===== src/rtl/lin_resampler_axis_if.sv =====
// Complex IQ AXI-Stream bundle: tdata = {I, Q}, each DATA_WIDTH bits, I in the upper half.
interface lin_resampler_axis_if #(
  parameter int DATA_WIDTH = 16
);
  logic                    tvalid;
  logic                    tready;
  logic                    tlast;
  logic [2*DATA_WIDTH-1:0] tdata;

  modport master (output tvalid, tlast, tdata, input tready);
  modport slave  (input tvalid, tlast, tdata, output tready);
endinterface


===== src/rtl/lin_resampler_axis.sv =====
// Fractional-rate linear-interpolating IQ upsampler driven by a phase accumulator.
// Define LIN_RESAMP_RND_EN for round-half-up; otherwise the result is floored.
module lin_resampler_axis #(
  parameter int DATA_WIDTH  = 16,
  parameter int PHASE_WIDTH = 24,
  parameter int MU_WIDTH    = 15
) (
  input  logic                   clk,
  input  logic                   reset,
  input  logic [PHASE_WIDTH:0]   cfg_step,
  lin_resampler_axis_if.slave    in_axis,
  lin_resampler_axis_if.master   out_axis,
  output logic                   busy
);
  localparam int DW     = DATA_WIDTH;
  localparam int PW     = PHASE_WIDTH;
  localparam int MW     = MU_WIDTH;
  localparam int SW     = DW + MW + 1;
  localparam int STAGES = 2;
`ifdef LIN_RESAMP_RND_EN
  localparam logic signed [SW-1:0] RND = SW'(2**(MW-1));
`else
  localparam logic signed [SW-1:0] RND = '0;
`endif

  typedef enum logic [1:0] {S_PRIME0, S_PRIME1, S_RUN, S_LOAD} state_t;

  state_t                r_state, w_state_n;
  logic [PW-1:0]         r_phase, w_phase_n;
  logic [PW:0]           r_step, w_step_n;
  logic [1:0][DW-1:0]    r_x0, r_x1, w_x0_n, w_x1_n, w_in, w_opa, w_opb, w_y;
  logic                  r_last1, w_last1_n;
  logic                  w_en, w_tready, w_issue, w_issue_last;
  logic [MW-1:0]         w_mu;
  logic [MW:0]           w_w0, w_w1;
  logic [PW:0]           w_acc;
  logic [STAGES:1]       r_vld_pipe, r_last_pipe;

  assign w_in  = in_axis.tdata;
  assign w_en  = ~r_vld_pipe[STAGES] | out_axis.tready;
  assign w_acc = {1'b0, r_phase} + r_step;
  assign w_w1  = {1'b0, w_mu};
  assign w_w0  = {1'b1, {MW{1'b0}}} - w_w1;

  always_comb begin
    w_state_n    = r_state;
    w_phase_n    = r_phase;
    w_step_n     = r_step;
    w_x0_n       = r_x0;
    w_x1_n       = r_x1;
    w_last1_n    = r_last1;
    w_tready     = 1'b0;
    w_issue      = 1'b0;
    w_issue_last = 1'b0;
    w_opa        = r_x0;
    w_opb        = r_x1;
    w_mu         = r_phase[PW-1 -: MW];
    unique case (r_state)
      S_PRIME0: begin
        // a single-sample packet issues immediately, so it needs room in the pipeline
        w_tready = w_en;
        if (in_axis.tvalid && w_en) begin
          w_x0_n    = w_in;
          w_phase_n = '0;
          w_step_n  = (cfg_step == '0) ? (PW+1)'(1) : cfg_step;
          if (in_axis.tlast) begin
            w_issue      = 1'b1;
            w_issue_last = 1'b1;
            w_opa        = w_in;
            w_mu         = '0;
          end else begin
            w_state_n = S_PRIME1;
          end
        end
      end
      S_PRIME1, S_LOAD: begin
        w_tready = 1'b1;
        if (in_axis.tvalid) begin
          w_x1_n    = w_in;
          w_last1_n = in_axis.tlast;
          w_state_n = S_RUN;
        end
      end
      S_RUN: begin
        if (w_en) begin
          w_issue   = 1'b1;
          w_phase_n = w_acc[PW-1:0];
          if (w_acc[PW]) begin
            if (r_last1) begin
              w_issue_last = 1'b1;
              w_phase_n    = '0;
              w_state_n    = S_PRIME0;
            end else begin
              w_x0_n = r_x1;
              if (in_axis.tvalid) begin
                w_tready  = 1'b1;
                w_x1_n    = w_in;
                w_last1_n = in_axis.tlast;
              end else begin
                w_state_n = S_LOAD;
              end
            end
          end
        end
      end
      default: w_state_n = S_PRIME0;
    endcase
  end

  always_ff @(posedge clk) begin
    if (reset) begin
      r_state     <= S_PRIME0;
      r_phase     <= '0;
      r_step      <= (PW+1)'(1);
      r_x0        <= '0;
      r_x1        <= '0;
      r_last1     <= 1'b0;
      r_vld_pipe  <= '0;
      r_last_pipe <= '0;
    end else begin
      r_state <= w_state_n;
      r_phase <= w_phase_n;
      r_step  <= w_step_n;
      r_x0    <= w_x0_n;
      r_x1    <= w_x1_n;
      r_last1 <= w_last1_n;
      if (w_en) begin
        r_vld_pipe  <= {r_vld_pipe[STAGES-1:1], w_issue};
        r_last_pipe <= {r_last_pipe[STAGES-1:1], w_issue_last};
      end
    end
  end

  // lane 1 = I, lane 0 = Q; weights sum to 2^MW so the sum never overflows
  for (genvar g = 0; g < 2; g++) begin : g_lane
    logic signed [SW-1:0] w_a, w_b, w_m0, w_m1, w_sum;
    logic signed [SW-1:0] r_p0, r_p1;
    logic        [DW-1:0] r_y;

    assign w_a   = SW'($signed(w_opa[g]));
    assign w_b   = SW'($signed(w_opb[g]));
    assign w_m0  = w_a * $signed(SW'(w_w0));
    assign w_m1  = w_b * $signed(SW'(w_w1));
    assign w_sum = r_p0 + r_p1 + RND;
    assign w_y[g] = r_y;

    always_ff @(posedge clk) begin
      if (reset) begin
        r_p0 <= '0;
        r_p1 <= '0;
        r_y  <= '0;
      end else if (w_en) begin
        r_p0 <= w_m0;
        r_p1 <= w_m1;
        r_y  <= DW'(w_sum >>> MW);
      end
    end
  end

  assign in_axis.tready  = w_tready;
  assign out_axis.tvalid = r_vld_pipe[STAGES];
  assign out_axis.tlast  = r_last_pipe[STAGES];
  assign out_axis.tdata  = w_y;
  assign busy            = (r_state != S_PRIME0) | (|r_vld_pipe);
endmodule

===== src/flat_wrapper.sv =====
// flat-port wrapper written by rule: the top's interface ports become plain ports
module lin_resampler_axis_flat 
#(
  parameter int DATA_WIDTH  = 16,
  parameter int PHASE_WIDTH = 24,
  parameter int MU_WIDTH    = 15
)
  (clk, reset, cfg_step, busy, in_axis_tvalid, in_axis_tlast, in_axis_tdata, in_axis_tready, out_axis_tvalid, out_axis_tlast, out_axis_tdata, out_axis_tready);
  lin_resampler_axis_if #(.DATA_WIDTH(DATA_WIDTH)) in_axis_i ();
  lin_resampler_axis_if #(.DATA_WIDTH(DATA_WIDTH)) out_axis_i ();
  input  logic clk;
  input  logic reset;
  input  logic [PHASE_WIDTH:0] cfg_step;
  output logic busy;
  input wire logic [$bits(in_axis_i.tvalid)-1:0] in_axis_tvalid;
  input wire logic [$bits(in_axis_i.tlast)-1:0] in_axis_tlast;
  input wire logic [$bits(in_axis_i.tdata)-1:0] in_axis_tdata;
  output wire logic [$bits(in_axis_i.tready)-1:0] in_axis_tready;
  output wire logic [$bits(out_axis_i.tvalid)-1:0] out_axis_tvalid;
  output wire logic [$bits(out_axis_i.tlast)-1:0] out_axis_tlast;
  output wire logic [$bits(out_axis_i.tdata)-1:0] out_axis_tdata;
  input wire logic [$bits(out_axis_i.tready)-1:0] out_axis_tready;
  assign in_axis_i.tvalid = in_axis_tvalid;
  assign in_axis_i.tlast = in_axis_tlast;
  assign in_axis_i.tdata = in_axis_tdata;
  assign in_axis_tready = in_axis_i.tready;
  assign out_axis_tvalid = out_axis_i.tvalid;
  assign out_axis_tlast = out_axis_i.tlast;
  assign out_axis_tdata = out_axis_i.tdata;
  assign out_axis_i.tready = out_axis_tready;
  lin_resampler_axis #(.DATA_WIDTH(DATA_WIDTH), .PHASE_WIDTH(PHASE_WIDTH), .MU_WIDTH(MU_WIDTH)) u_core (.clk(clk), .reset(reset), .cfg_step(cfg_step), .in_axis(in_axis_i), .out_axis(out_axis_i), .busy(busy));
endmodule

===== config.mk =====
export PLATFORM = sky130hd
export DESIGN_NAME = lin_resampler_axis_flat
export DESIGN_NICKNAME = d
export VERILOG_FILES = /design/src/rtl/lin_resampler_axis_if.sv /design/src/rtl/lin_resampler_axis.sv /design/src/flat_wrapper.sv
export SDC_FILE = /design/constraint.sdc
export NUM_CORES = 2
export LEC_CHECK = 0
export BUFFER_PORTS_ARGS = -buffer_cell sky130_fd_sc_hd__clkbuf_2
export CAP_MARGIN = 20
export CORE_MARGIN = 2
export CORE_UTILIZATION = 60
export DETAILED_ROUTE_END_ITERATION = 10
export HOLD_SLACK_MARGIN = 0.12
export PLACE_DENSITY = 0.89
export SLEW_MARGIN = 20
export SYNTH_ARGS = -nofsm -noshare
export SYNTH_HDL_FRONTEND = slang
export SYNTH_SLANG_ARGS = --single-unit

===== constraint.sdc =====
create_clock -name clk -period 17.7 [get_ports clk]
set_clock_uncertainty 0.1 [all_clocks]
set_input_delay 1.77 -clock clk [delete_from_list [all_inputs] [get_ports clk]]
set_output_delay 1.77 -clock clk [all_outputs]
set_load 0.01 [all_outputs]

# After elaboration in Yosys (flattened, before gate mapping)
# Index checks and enable logic that the tools add are counted.
# word_totals
regBits	276
inputBits	62
output_inout_bits	36
word_cells	98
# op_classes
addsub	4
n_mul	4
eq_ne	10
mux	47
bitwise	3
n_reduce_logical	14
# ops
cell	count
2-to-1 mux 32 bit	11
case mux 32 bit (2 select lines)	2
2-to-1 mux 24 bit	4
adder 31 bit	2
multiplier 16 x 16 -> 31 bit	2
multiplier 16 x 17 -> 31 bit	2
case mux 24 bit (2 select lines)	1
2-to-1 mux 15 bit	3
adder 24 x 25 -> 25 bit	1
logical NOT 25 bit	1
2-to-1 mux 25 bit	1
subtractor 16 x 15 -> 16 bit, first input constant	1
2-to-1 mux 2 bit	7
2-to-1 mux 1 bit	13
AND reduction 4 bit	2
inequality test 2 x 1 -> 1 bit, second input constant	3
inequality test 2 bit, second input constant	3
case mux 1 bit (2 select lines)	3
case mux 2 bit (3 select lines)	1
AND reduction 6 bit	1
nonzero test 2 bit	3
AND reduction 5 bit	1
equality test 2 bit, second input constant	2
OR reduction 2 bit	2
9 further kinds	10

# Longest topological paths before layout
# logic_depth
depth_word	7
ltp_mapped	38
ltp_nobuf	32

# Worst setup path before layout
# Ideal clock, no wire load.
# synth_timing
path_type	input-to-reg
from	in out_axis_tready
to	reg u_core.g_lane[0].r_p0[29]
setup_ns	0.126
t_arrival_ns	9.708
t_required_ns	17.474
path_slack_ns	7.766
cell_stages	36
path_buffers	5
path_cell_list	nand2b_1 > nand4_1 > buf_2 > and2_1 > clkbuf_1 > clkbuf_1 > inv_1 > ha_1 > clkbuf_1 > o21ai_0 > or3_1 > nor2_2 > xor2_1 > buf_2 > nor2_1 > fa_1 > inv_1 > fa_1 > fa_1 > inv_1 > fa_1 > fa_1 > inv_1 > fa_1 > inv_1 > ha_1 > a21o_1 > a21o_1 > a21oi_1 > nor2_1 > a2111oi_0 > a211oi_1 > o31ai_1 > a21oi_1 > a31oi_1 > o41ai_1
# synth_between
elab_chain_cells	6
elab_cells_between_ends	8
cone_classes	add/sub (1); mul (1); mux (4); bitwise (1); reduce/logical (1)
# synth_lines
item	line_no	text
from (decl)	flat_wrapper.sv:22	input wire logic [$bits(out_axis_i.tready)-1:0] out_axis_tready;
bitwise OR 1 bit *	lin_resampler_axis.sv:40	assign w_en = ~r_vld_pipe[STAGES] | out_axis.tready;
logical AND 1 bit	lin_resampler_axis.sv:62	if (in_axis.tvalid && w_en) begin
2-to-1 mux 15 bit	lin_resampler_axis.sv:62	
2-to-1 mux 15 bit	lin_resampler_axis.sv:58	unique case (r_state)
subtractor 16 x 15 -> 16 bit	lin_resampler_axis.sv:43	assign w_w0 = {1'b1, {MW{1'b0}}} - w_w1;
multiplier 16 x 17 -> 31 bit	lin_resampler_axis.sv:142	assign w_m0 = w_a * $signed(SW'(w_w0));
to (signal assigned)	lin_resampler_axis.sv:153	r_p0 <= w_m0;
to (decl)	lin_resampler_axis.sv:137	logic signed [SW-1:0] r_p0, r_p1;
# Mark *: on every way between the ends. The rest lies on a longest branch, timed or not.
# A chain may end at the register's enable or synchronous reset.

# Worst setup path in the final report
# Ends and elaborated chain as after synthesis.

==> run summary <==
Outcome -> finished, final reports clean
Port bufs -> 97
Fraction of registers with async set/reset -> 0%
Fin crit period -> 10,930 ps
Crit path largest cell delay -> 690 ps
GPL Wtd Cong -> 0.984
CTS Buf Count -> 29
Gr usage total -> 33.2%
Drt first pass iters -> 7
Critical setup path kind -> input port to flop
Placed cells -> 6,636
Crit start category -> input port
Largest net degree at the start of global routing -> 200
Clock sink count -> 276
DP Wirelength -> 106,000 um
Tcrit/Tclk final -> 61.7%
Layout filler cell count -> 6,211
#FFs+latches synth -> 276
RSZ-0062 raised after global routing -> no
Total of max-cap violations -> 0
Setup_tns -> 0 ps
Max Freq -> 91.5 MHz
Die width -> 289 um
Post-Syn Instances -> 5,659
H-tree lvl count -> 1
Setup bufs post-CTS -> 0
Actual slew at the worst max-slew pin -> 1210 ps
Drt wl/cell -> 20.1 um
Pwr Density -> 48.7 nW/um2
Yosys Warn Count -> 0
Peak supply drop -> 78.8 uV
Clk slew on worst S/H paths -> 60 ps
Die height -> 289 um
CTS max path bufs -> 3
Hold path cells -> 2
Clock Latency Late Sink -> 590 ps
Crit path arrival time -> 11,270 ps
Post-synth cell types -> 79
Worst slew margin relative to its limit -> 18.9%
Synthesized cell area -> 48,600 um2
Worst R2R Setup Slack -> 7760 ps
Total Wirelength -> 135,000 um
CP startpoint -> out_axis_tready
Core Box Area -> 80,400 um2
# IOs -> 98
Layout cell share with drive strength beyond 1 -> 5.19%
Main synth FF type -> dfxtp_1
# DRC -> 0
Post-synth EDFFs -> 0
Initial antenna violation count -> 20
Post-Layout Cell Count -> 6,700
Overflow after GRT -> 0
Hold_buf cts -> 0
Multi-input gate area -> 38,100 um2
Final setup violation count -> 0
RR Startpoint -> u_core.r_vld_pipe[2]
Critical Path Fanout Max -> 199
Crit-path slowest cell -> a2111oi_0
Hold Path Class -> flop to flop
Critical Path Sink Type -> flop
Root cell of the clock tree -> clkbuf_16
Register Area -> 5530 um2
1st-iter DRT viols -> 4,058
Worst Reg-to-Reg Cells -> 32
Die ar. -> 83,400 um2
Rows -> 104
ANT nets after route -> 0
CP required -> 18,040 ps
Number of global-route vias before repair -> 41,600
First-pass GRT wire length -> 218,000 um
CP endpoint -> u_core.g_lane[0].r_p0[29]
Post-CTS sizing -> 0
Avg Cell Area, Syn -> 8.59 um2
Area growth, synth to finish -> 5.10%
Final nets -> 7,003
DR vias/cell -> 5.93
Leakage -> 0.0268 uW
Sequential-to-total area share from yosys stat -> 11.4%
Worst path most repeated cell -> fa_1
CTS tree -> built
DR vias -> 39,700
Slew Limit Fails -> 0
Syn_nets -> 7,055
Critical R2R Capture -> u_core.g_lane[0].r_p0[29]
Initial Utilization -> 60.5%
Fin. Hold Viols -> 0
[report_power, final]
part | internal [uW] | switching [uW] | total [uW]
Sequential | 687 | 73.4 | 760
Combinational | 415 | 690 | 1100
Clock | 351 | 274 | 625
Total | 1450 | 1040 | 2490
[synthesized netlist by cell type, drive strengths merged, types with 80 or more instances]
| master | instances | share of area [%] |
|---|---|---|
| a21o | 80 | 1.2 |
| xnor2 | 126 | 2.3 |
| nand2 | 869 | 6.7 |
| o21ai | 100 | 1.0 |
| ha | 463 | 12 |
| a21oi | 236 | 2.4 |
| dfxtp | 276 | 11 |
| clkbuf | 225 | 1.7 |
| mux2i | 91 | 1.9 |
| and3 | 240 | 3.1 |
| inv | 1090 | 8.4 |
| nor2 | 415 | 3.2 |
| fa | 871 | 36 |
[worst min-delay path by stage]
stage | startpoint | to | slack (ps)
after detailed placement | u_core.g_lane[1].r_y[6] | u_core.g_lane[1].r_y[6] | 350
final | u_core.g_lane[0].r_p0[1] | u_core.g_lane[0].r_p0[1] | 360
after CTS | u_core.g_lane[0].r_y[6] | u_core.g_lane[0].r_y[6] | 350
after floorplan | u_core.r_last_pipe[1] | u_core.r_last_pipe[1] | 320
after global placement | u_core.g_lane[0].r_y[3] | u_core.g_lane[0].r_y[3] | 340
after global routing | u_core.g_lane[0].r_y[6] | u_core.g_lane[0].r_y[6] | 370
[stage by stage]
step	cell area (um2)	utilization, %	total power (uW)	hold WS, ps	worst slack, ps
after detailed placement	50100	62.3	1840	345	6410
final	51100	63.6	2490	356	6770
after floorplan	48600	-	1490	325	7770
after global placement	50100	62.3	1800	336	6640
after global routing	51100	63.5	2630	366	6450
after CTS	51100	63.5	2470	354	7010
[critical path: cells and delay by family]
kind                     cells  cell delay [ps]
buffers and inverters        8             1130
AND/OR/NAND/NOR              8             2420
XOR/XNOR                     1              170
adder cells (fa/ha/maj)      7             3410
AO/OA/AOI/OAI                9             2130
[cell families (layout without fill, tap and decap cells)]
group	count (synthesis)	in the layout	share of synthesized area, %
xor+xnor	198	198	3.62
simple gates	1743	1743	15.8
buf+inv	1352	1322	10.6
fa+ha+maj	1334	1334	47.8
flops	276	276	11.4
other cells	0	11	0
compound gates	665	665	9.03
mux	91	91	1.87
[registers in the layout (all words and copies together) (netlist names)]
name and count:
u_core.r_last_pipe 2, u_core.r_phase 24, u_core.g_lane.r_p0 62, u_core.g_lane.w_b 32
u_core.r_last1 1, u_core.g_lane.r_y 32, u_core.r_x0 32, u_core.g_lane.r_p1 62
u_core.r_step 25, u_core.r_vld_pipe 2, u_core.r_state 2
[layout make-up]
class | instances | area share (%)
clock inverter | 12 | 0.269
sequential | 276 | 10.8
multi-input combinational | 4031 | 74.5
inverter | 1090 | 8.00
timing repair buffer | 179 | 2.20
clock buffer | 41 | 1.59
tap | 1060 | 2.59
antenna | 11 | 0.0539
[layout by cell type (no fill, tap or decap), types with 29 or more instances in the layout]
cell       instances
nand2_1          867
a21o_1            80
and3_1           240
dfxtp_1          276
o21ai_0           96
fa_1             871
inv_1           1090
xor2_1            69
xnor2_1          122
and2_1            36
clkbuf_16         29
a21oi_1          236
buf_4             81
clkbuf_2          96
a211oi_1          43
nand3_1           36
nor2_1           410
mux2i_1           90
ha_1             463
[routing by layer]
metal	track usage [%]	up-vias	wire length (um)
li1	-	17500	-
met1	41.1	19300	49400
met2	52.0	2223	60100
met3	10.8	566	16900
met4	17.2	30	8260
met5	0	-	196
(Power assumes the default switching activity.)
